File: src/rtl/ramp_adc_ctrl.sv
// ---------------------------------------------------------------------------
// ramp_adc_ctrl
//   Controller for a comparator-based ramp / integrating ADC. Each conversion
//   holds the analog cap in discharge for RST_CYCLES clocks, then releases it
//   to integrate while counting clocks until the comparator trips. The count
//   is latched as a sample and offered to the back end on a valid/ready
//   handshake. If the comparator never trips, the count saturates at MAXC and
//   the sample is flagged with ovf.
//
// Parameters
//   WIDTH       counter / sample width, MAXC = 2**WIDTH-1
//   RST_CYCLES  discharge duration in clocks (>= 1)
//
// Build option
//   CMP_SYNC2_EN  when defined, cmp passes through a 2-flop synchronizer
//                 instead of a single register (one extra cycle of
//                 cmp-to-capture latency, so a given trip instant reads one
//                 count higher). Ports and all other behaviour are unchanged.
//
// Ports
//   clk           in   system clock, posedge
//   rst_n         in   asynchronous active-low reset
//   en            in   1 = convert back-to-back, 0 = stop after current one
//   cmp           in   comparator output, asynchronous to clk
//   reset         out  cap control: 0 = discharge, 1 = integrate (registered)
//   b             out  live ramp count
//   sample        out  captured conversion result
//   sample_valid  out  sample holds an unconsumed result
//   sample_ready  in   consumer accepts sample this cycle
//   ovf           out  sample saturated at MAXC with no trip (qualified by
//                      sample_valid)
//
// FSM states
//   state       | meaning
//   ------------+----------------------------------------------------------
//   IDLE        | stopped, cap discharged, waiting for en
//   DISCHARGE   | cap held in discharge for RST_CYCLES clocks
//   INTEGRATE   | cap integrating, b counting until cmp_s or MAXC
//   HOLD        | result presented, cap discharged, waiting for handshake
// ---------------------------------------------------------------------------
module ramp_adc_ctrl #(
  parameter int WIDTH      = 5,
  parameter int RST_CYCLES = 2
) (
  input  logic             clk,
  input  logic             rst_n,
  input  logic             en,
  input  logic             cmp,
  output logic             reset,
  output logic [WIDTH-1:0] b,
  output logic [WIDTH-1:0] sample,
  output logic             sample_valid,
  input  logic             sample_ready,
  output logic             ovf
);

  localparam logic [1:0] S_IDLE      = 2'd0;
  localparam logic [1:0] S_DISCHARGE = 2'd1;
  localparam logic [1:0] S_INTEGRATE = 2'd2;
  localparam logic [1:0] S_HOLD      = 2'd3;

  localparam logic [WIDTH-1:0] MAXC = {WIDTH{1'b1}};

  // Discharge timer is a down-counter: loaded with RST_CYCLES-1 outside
  // DISCHARGE, terminal count zero ends the discharge phase.
  localparam int             TW       = (RST_CYCLES > 1) ? $clog2(RST_CYCLES) : 1;
  localparam logic [TW-1:0]  TMR_LOAD = TW'(RST_CYCLES - 1);

  logic [1:0]    state;
  logic [1:0]    state_nxt;
  logic [TW-1:0] tmr;
  logic          tmr_done;
  logic          cmp_s;
  logic          hit_sat;
  logic          capture;
  logic          handshake;

  // -------------------------------------------------------------------------
  // Comparator synchronizer
  // -------------------------------------------------------------------------
`ifdef CMP_SYNC2_EN
  logic cmp_meta;

  always_ff @(posedge clk or negedge rst_n) begin
    if (!rst_n) begin
      cmp_meta <= 1'b0;
      cmp_s    <= 1'b0;
    end else begin
      cmp_meta <= cmp;
      cmp_s    <= cmp_meta;
    end
  end
`else
  always_ff @(posedge clk or negedge rst_n) begin
    if (!rst_n) begin
      cmp_s <= 1'b0;
    end else begin
      cmp_s <= cmp;
    end
  end
`endif

  // -------------------------------------------------------------------------
  // Next-state logic
  // -------------------------------------------------------------------------
  assign tmr_done  = (tmr == '0);
  assign hit_sat   = (b == MAXC);
  assign capture   = (state == S_INTEGRATE) && (cmp_s || hit_sat);
  assign handshake = (state == S_HOLD) && sample_valid && sample_ready;

  always_comb begin
    state_nxt = state;
    case (state)
      S_IDLE:      if (en)       state_nxt = S_DISCHARGE;
      S_DISCHARGE: if (tmr_done) state_nxt = S_INTEGRATE;
      S_INTEGRATE: if (capture)  state_nxt = S_HOLD;
      S_HOLD:      if (handshake) state_nxt = en ? S_DISCHARGE : S_IDLE;
      default:     state_nxt = S_IDLE;
    endcase
  end

  // reset is decoded from the next state so the pin comes straight off a
  // flop and is high exactly while state == INTEGRATE.
  always_ff @(posedge clk or negedge rst_n) begin
    if (!rst_n) begin
      state <= S_IDLE;
      reset <= 1'b0;
    end else begin
      state <= state_nxt;
      reset <= (state_nxt == S_INTEGRATE);
    end
  end

  // -------------------------------------------------------------------------
  // Discharge timer
  // -------------------------------------------------------------------------
  always_ff @(posedge clk or negedge rst_n) begin
    if (!rst_n) begin
      tmr <= TMR_LOAD;
    end else if (state == S_DISCHARGE) begin
      if (!tmr_done) tmr <= tmr - 1'b1;
    end else begin
      tmr <= TMR_LOAD;
    end
  end

  // -------------------------------------------------------------------------
  // Ramp counter
  //   Counts only while integrating and not capturing; the capture edge
  //   clears it so b reads 0 for the whole of HOLD. Saturation is handled by
  //   the capture branch, so the counter never wraps.
  // -------------------------------------------------------------------------
  always_ff @(posedge clk or negedge rst_n) begin
    if (!rst_n) begin
      b <= '0;
    end else if ((state == S_INTEGRATE) && !capture) begin
      b <= b + 1'b1;
    end else begin
      b <= '0;
    end
  end

  // -------------------------------------------------------------------------
  // Sample register and handshake
  //   A comparator trip takes priority over saturation, so a trip landing
  //   exactly at MAXC reports a real result with ovf=0.
  // -------------------------------------------------------------------------
  always_ff @(posedge clk or negedge rst_n) begin
    if (!rst_n) begin
      sample       <= '0;
      ovf          <= 1'b0;
      sample_valid <= 1'b0;
    end else if (state == S_INTEGRATE) begin
      if (cmp_s) begin
        sample       <= b;
        ovf          <= 1'b0;
        sample_valid <= 1'b1;
      end else if (hit_sat) begin
        sample       <= MAXC;
        ovf          <= 1'b1;
        sample_valid <= 1'b1;
      end
    end else if (handshake) begin
      sample_valid <= 1'b0;
    end
  end

endmodule
File: config.mk
export PLATFORM = sky130hd
export DESIGN_NAME = ramp_adc_ctrl
export DESIGN_NICKNAME = d
export VERILOG_FILES = /design/src/rtl/ramp_adc_ctrl.sv
export SDC_FILE = /design/constraint.sdc
export NUM_CORES = 1
export LEC_CHECK = 0
export ABC_AREA = 1
export ABC_CLOCK_PERIOD_IN_PS = 3500
export CAP_MARGIN = 10
export CELL_PAD_IN_SITES_DETAIL_PLACEMENT = 1
export CELL_PAD_IN_SITES_GLOBAL_PLACEMENT = 2
export CORE_ASPECT_RATIO = 1.4
export CORE_MARGIN = 4
export CORE_UTILIZATION = 31
export CTS_CLUSTER_DIAMETER = 60
export DETAILED_ROUTE_END_ITERATION = 12
export PLACE_DENSITY = 0.88
export SLEW_MARGIN = 25
export SYNTH_ARGS = -nofsm -noshare
export SYNTH_HDL_FRONTEND = slang
export SYNTH_SLANG_ARGS = --single-unit
File: constraint.sdc
create_clock -name clk -period 3.5 [get_ports clk]
set_input_delay 0.7 -clock clk [delete_from_list [all_inputs] [get_ports clk]]
set_output_delay 0.7 -clock clk [all_outputs]
set_load 0.03 [all_outputs]
==> metrics.md, run 1 <==
| Metric | Value |
|---|---|
| Status | finished clean |
| Final Max Tran Viols | 0 |
| Final Util | 41.44% |
| Pwr Total | 803.0 uW |
| Yosys cell types | 18 |
| CTS tree | yes |
| Share of cells above drive strength 1 | 22.68% |
| Rows | 21 |
| Worst Setup Path Type | reg -> out |
| Worst Path Max Fanout | 5 |
| Tcrit/Tclk final | 60.70% |
| Final wirelength | 1486 um |
| Initial antenna violation count | 0 |
| Final setup violation count | 0 |
| Full die area | 3345 um^2 |
| Drt drc | 0 |
| Worst slew pin tran | 747.2 ps |
| #FFs+latches synth | 17 |
| Clock Tree Buf Depth | 2 |
| Synthesized area per cell | 9.961 um^2 |
| Core Region | 2391 um^2 |
| Peak supply drop | 240.7 uV |
| Nets@finish | 105 |
| Final GP Congestion | 0.6926 |
| # Post-CTS Setup Buffers | 0 |
| Unrepaired setup endpoints after global routing | false |
| Crit-path cells | clkdlybuf4s50_1 |
| Via count | 569 |
| Post-CTS resize count | 0 |
| Port Buffer Count | 17 |
| Slowest CP cell | clkdlybuf4s50_1 |
| GRT overflow | 0 |
| Max Clock Skew | 4.375 ps |
| Critical path endpoint category | output port |
| GRT Util Overall | 10.45% |
| Drt pass-1 iters | 2 |
| Reg clk slew, reported paths | 100 ps |
| Pin count of the biggest net entering global routing | 18 |
| Dpl ws | 1690 ps |
| Max-cap viol count | 0 |
| Die Wd | 50.04 um |
| CTS H-Tree Depth | 1 |
| PD cells | 810.4 nW/um^2 |
| Yosys Warn Count | 0 |
| FMAX | 470.7 MHz |
| Pleak | 0.0004467 uW |
| Slew margin rel. | 50.03% |
| First-pass GRT wire length | 2635 um |
| Routed Antenna Nets | 0 |
| DR vias/cell | 4.344 |
| CP required | 2800 ps |
| Fin. Hold Viols | 0 |
| Fin worst setup slack | 1376 ps |
| Setup TNS | 0 ps |
| CP bufs+invs | 1 |
| 1st-iter DRT viols | 7 |
| Mapped Nets | 84 |
| Sequential area share after synthesis | 55.63% |
| Hold-fix buffers, CTS | 0 |
| Hold Crit Class | reg -> reg |
| Post-DP HPWL | 1165 um |
| IO Count | 18 |
| CP Launch Type | flop |
| Vias in the first global route | 620 |
| P&R area growth vs syn | 29.20% |
| CP Data Arrival Time | 1420 ps |
| Starting density of the core | 32.08% |
| CTS sink count | 17 |
| Mapped Area | 767.0 um^2 |
| Root Driver | clkbuf_4 |
| CTS buffer count | 3 |
| Die height | 66.86 um |
| CP max stage delay | 710 ps |
| Routed len/inst | 11.34 um |
| Crit path time final | 2124 ps |
| Latest clock arrival within the worst-skew pair | 290 ps |
| Fill count | 275 |
| Top Family by Delay on Critical Path | buffers and inverters |
| Mapped Cells | 77 |
| Antenna cells | 0 |
## synthesized netlist by cell type, drive strengths merged
| master | n | area share, % |
|---|---|---|
| dfstp | 1 | 3.4 |
| buf | 1 | 2.0 |
| ha | 2 | 3.3 |
| dfrtp | 16 | 52 |
| nand2 | 16 | 11 |
| nand3 | 4 | 2.6 |
| o21ai | 10 | 9.5 |
| a21oi | 1 | 1.1 |
| inv | 11 | 5.4 |
| nand4 | 1 | 1.6 |
| nor2 | 14 | 8.2 |
## worst register-to-register path: stages, from the launching register on
cell,delay (ps)
dfrtp_1,440
ha_1,240
nand2_1,90
nor2_1,50
ha_1,170
inv_1,90
nand2_4,70
nand2_4,190
nand4_2,140
nor2_1,100
## layout by cell type, fill, tap and decap left out, types with 2 or more instances in the layout
cell type / count
dfrtp_1: 16
o21ai_2: 6
o21ai_1: 3
clkbuf_4: 3
nor2_1: 12
nand2_2: 3
inv_2: 3
nand2_4: 2
inv_1: 8
nand2_1: 11
nand3_1: 4
ha_1: 2
clkdlybuf4s50_1: 17
## cells by family (layout without fill, tap and decap cells)
kind of cell / after synthesis / after routing / share of synthesized area (%)
compound gates: 11 / 11 / 10.60
buf+inv: 12 / 32 / 7.340
fa+ha+maj: 2 / 2 / 3.262
flops: 17 / 17 / 55.63
simple gates: 35 / 35 / 23.16
## worst paths after layout
| kind | start | endpoint | slack, ps | cells past startpoint |
|---|---|---|---|---|
| setup / recovery | b[0]$_DFF_PN0_ | b[0] | 1380 | 1 |
| hold / removal | cmp_s$_DFF_PN0_ | ovf$_DFFE_PN0P_ | 480 | 1 |
| setup reg to reg | b[0]$_DFF_PN0_ | reset$_DFF_PN0_ | 1850 | 9 |
| hold reg to reg | cmp_s$_DFF_PN0_ | ovf$_DFFE_PN0P_ | 480 | 1 |
| max in group asynchronous | rst_n | sample[3]$_DFFE_PN0P_ | 2190 | 1 |
| min in group asynchronous | rst_n | b[2]$_DFF_PN0_ | 840 | 1 |
## through the flow
stage	hold slack [ps]	std cells	instance area, um^2
CTS	484.0	131	991.0
detailed placement	470.3	127	964.7
floorplan	404.4	77	767.0
finish	479.9	131	991.0
global route	495.6	131	991.0
global placement	466.1	127	964.7
## per-layer routing
| layer | track usage [%] | wire (um) | share of wire [%] |
|---|---|---|---|
| met1 | 12.34 | 633 | 43 |
| met2 | 17.16 | 751 | 51 |
| met3 | 1.566 | 59 | 4.0 |
| met4 | 7.266 | 42 | 2.8 |
| met5 | 0 | 0 | 0 |
## power breakdown
part	total, uW	internal [uW]	switching (uW)
clock network	105	44.4	60.2
registers	317	267	50.4
logic	381	152	230
total	803	463	340
## area by class of cell
| type | instances | area [um^2] | share of cell area [%] |
|---|---|---|---|
| Clock buffer | 4 | 26.28 | 2.652 |
| Multi-Input combinational cell | 48 | 284.0 | 28.66 |
| Tap cell | 34 | 42.54 | 4.293 |
| Sequential cell | 17 | 426.7 | 43.06 |
| Inverter | 11 | 41.29 | 4.167 |
| Timing Repair Buffer | 17 | 170.2 | 17.17 |
## registers in the layout (all words and copies together), names as in the netlist
signal,flops
tmr,1
ovf,1
state,2
cmp_s,1
b,5
sample_valid,1
sample,5
reset,1
Power figures use the tool's default switching activity.
==> run 2, diff against run 1 <==
- ABC_CLOCK_PERIOD_IN_PS: 3500 -> 2170
- CORE_UTILIZATION: 31 -> 29
- PLACE_DENSITY: 0.88 -> 0.84
- clock period: 3.5 -> 2.17 ns (I/O delays scaled with it)
==> metrics.md, run 2 (synthesis gave the netlist of run 1 again) <==
| Metric | Value |
|---|---|
| P&R area growth vs syn | 30.18% |
| Starting density of the core | 31.05% (-1.0 points) |
| GRT overflow | 0 (unchanged) |
| Full die area | 3543 um^2 (+5.9%) |
| Die height | 68.85 um (+3.0%) |
| Commonest non-fill, non-tap cells in the layout | clkdlybuf4s50_1, dfrtp_1, nor2_1 |
| Initial antenna violation count | 0 (unchanged) |
| FMAX | 546.0 MHz |
| Die Wd | 51.47 um (+2.8%) |
| Setup TNS | 0 ps (unchanged) |
| Peak supply drop | 408.9 uV (+70%) |
| CP Data Arrival Time | 1400 ps (-20 ps) |
| Max-cap viol count | 0 (unchanged) |
| Hold-fix buffers, CTS | 0 (unchanged) |
| Pleak | 0.0004515 uW (+1.1%) |
| Worst Setup Path Type | reg -> out |
| Crit-path cells | clkdlybuf4s50_1 |
| Via count | 573 (+0.70%) |
| Top Family by Delay on Critical Path | buffers and inverters |
| CTS H-Tree Depth | 1 (unchanged) |
| Core Region | 2470 um^2 (+3.3%) |
| Unrepaired setup endpoints after global routing | false |
| Most common cell after layout, fill and taps aside | clkdlybuf4s50_1 |
| Critical path endpoint category | output port |
| Comb power frac | 47.7% (+0.2 points) |
| Flop pwr share | 40.0% (+0.5 points) |
| Internal power | 746.7 uW (+61%) |
| Antenna cells | 0 (unchanged) |
| Share of cells above drive strength 1 | 23.47% (+0.79 points) |
| Final Max Tran Viols | 0 (unchanged) |
| Post-DP HPWL | 1184 um (+1.6%) |
| Status | finished clean |
| Final setup violation count | 0 (unchanged) |
| Rows | 21 (unchanged) |
| Pwr Total | 1289 uW (+60%) |
| Final wirelength | 1485 um (about the same) |
| # Post-CTS Setup Buffers | 0 (unchanged) |
| Hold Crit Class | in -> async |
| Root Driver | clkbuf_4 |
| Routed Antenna Nets | 0 (unchanged) |
| Crit path time final | 1831 ps |
| Post-CTS resize count | 0 (unchanged) |
| Dpl cell area | 972.2 um^2 (+0.78%) |
| Clock power frac | 12.3% (-0.7 points) |
| CP max stage delay | 700 ps (about the same) |
| Fin. Hold Viols | 0 (unchanged) |
| Slowest CP cell | clkdlybuf4s50_1 |
| Vias in the first global route | 633 (+2.1%) |
| Worst Path Max Fanout | 5 (unchanged) |
| First-pass GRT wire length | 2704 um (+2.6%) |
| Tcrit/Tclk final | 84.40% |
| CP bufs+invs | 1 (unchanged) |
| P_sw | 542.1 uW (+59%) |
| CTS sink count | 17 (unchanged) |
| Pin count of the biggest net entering global routing | 18 (unchanged) |
| CP required | 1740 ps (-1060 ps) |
| CP Launch Type | flop |
| Worst slew pin tran | 317.1 ps (-430.0 ps) |
| Slew margin rel. | 78.79% (+29 points) |
| CTS buffer count | 3 (unchanged) |
| Drt drc | 0 (unchanged) |
| 1st-iter DRT viols | 5 (-2) |
| Nets@finish | 106 (+0.95%) |
| Routed len/inst | 11.25 um (-0.82%) |
| Switching share of power | 42.06% (-0.32 points) |
| Final GP Congestion | 0.6909 (-0.25%) |
| Final instance area | 998.5 um^2 (+0.76%) |
| Port Buffer Count | 17 (unchanged) |
| PD cells | 1291 nW/um^2 (+59%) |
| Clock Tree Buf Depth | 2 (unchanged) |
| IO Count | 18 (unchanged) |
| Reg clk slew, reported paths | 90 ps (about the same) |
| CTS tree | yes |
| Max Clock Skew | 0.9109 ps (-3.464 ps) |
| Drt pass-1 iters | 2 (unchanged) |
| Latest clock arrival within the worst-skew pair | 270 ps (-20 ps) |
| Largest regs | b x5, sample x5, state x2 |
| DR vias/cell | 4.341 (about the same) |
| GRT Util Overall | 10.15% (-0.30 points) |
[run 2: worst paths after layout]
check / slack (ps) / start / cells past startpoint / endpoint
worst max-delay path: 340 / b[2]$_DFF_PN0_ / 1 / b[2]
worst min-delay path: 470 / rst_n / 2 / b[0]$_DFF_PN0_
worst max register to register: 570 / b[0]$_DFF_PN0_ / 9 / reset$_DFF_PN0_
worst min register to register: 490 / cmp_s$_DFF_PN0_ / 1 / ovf$_DFFE_PN0P_
max in group asynchronous: 1450 / rst_n / 2 / tmr$_DFF_PN1_
min in group clk: 490 / cmp_s$_DFF_PN0_ / 1 / ovf$_DFFE_PN0P_
[run 2: power by group through the flow]
stage          clock (uW)  combinational (uW)  sequential (uW)
6_report              159                 615              515
5_1_grt               186                 678              533
4_1_cts               169                 630              518
3_5_place_dp            0                 628              524
3_3_place_gp            0                 615              518
2_1_floorplan           0                 272              662
[run 2: area by class of cell]
| type | instances | area, um^2 |
|---|---|---|
| Fill cell | 302 | 1471 |
| Sequential cell | 17 | 426.7 |
| Multi-Input combinational cell | 48 | 284.0 |
| Timing Repair Buffer | 18 | 177.7 |
| Tap cell | 34 | 42.54 |
| Inverter | 11 | 41.29 |
| Clock buffer | 4 | 26.28 |
[run 2: per-stage QoR]
stage / util (%) / cells / hold slack [ps] / worst slack [ps]
after CTS: 40.43 / 132 / 466.6 / 310.3
after detailed placement: 39.36 / 128 / 479.6 / 550.6
final: 40.43 / 132 / 468.3 / 338.6
after global routing: 40.43 / 132 / 460.7 / 253.7
after floorplan: - / 77 / 138.4 / 562.3
after global placement: 39.36 / 128 / 468.6 / 630.3
[run 2: metal layers]
layer,vias up,track usage (%),part of all wire [%],wire (um)
li1,283,-,-,-
met1,275,10.41,42,625
met2,13,19.27,52,770
met3,2,2.151,4.9,73
met4,0,4.918,1.1,16
met5,-,0,0,0
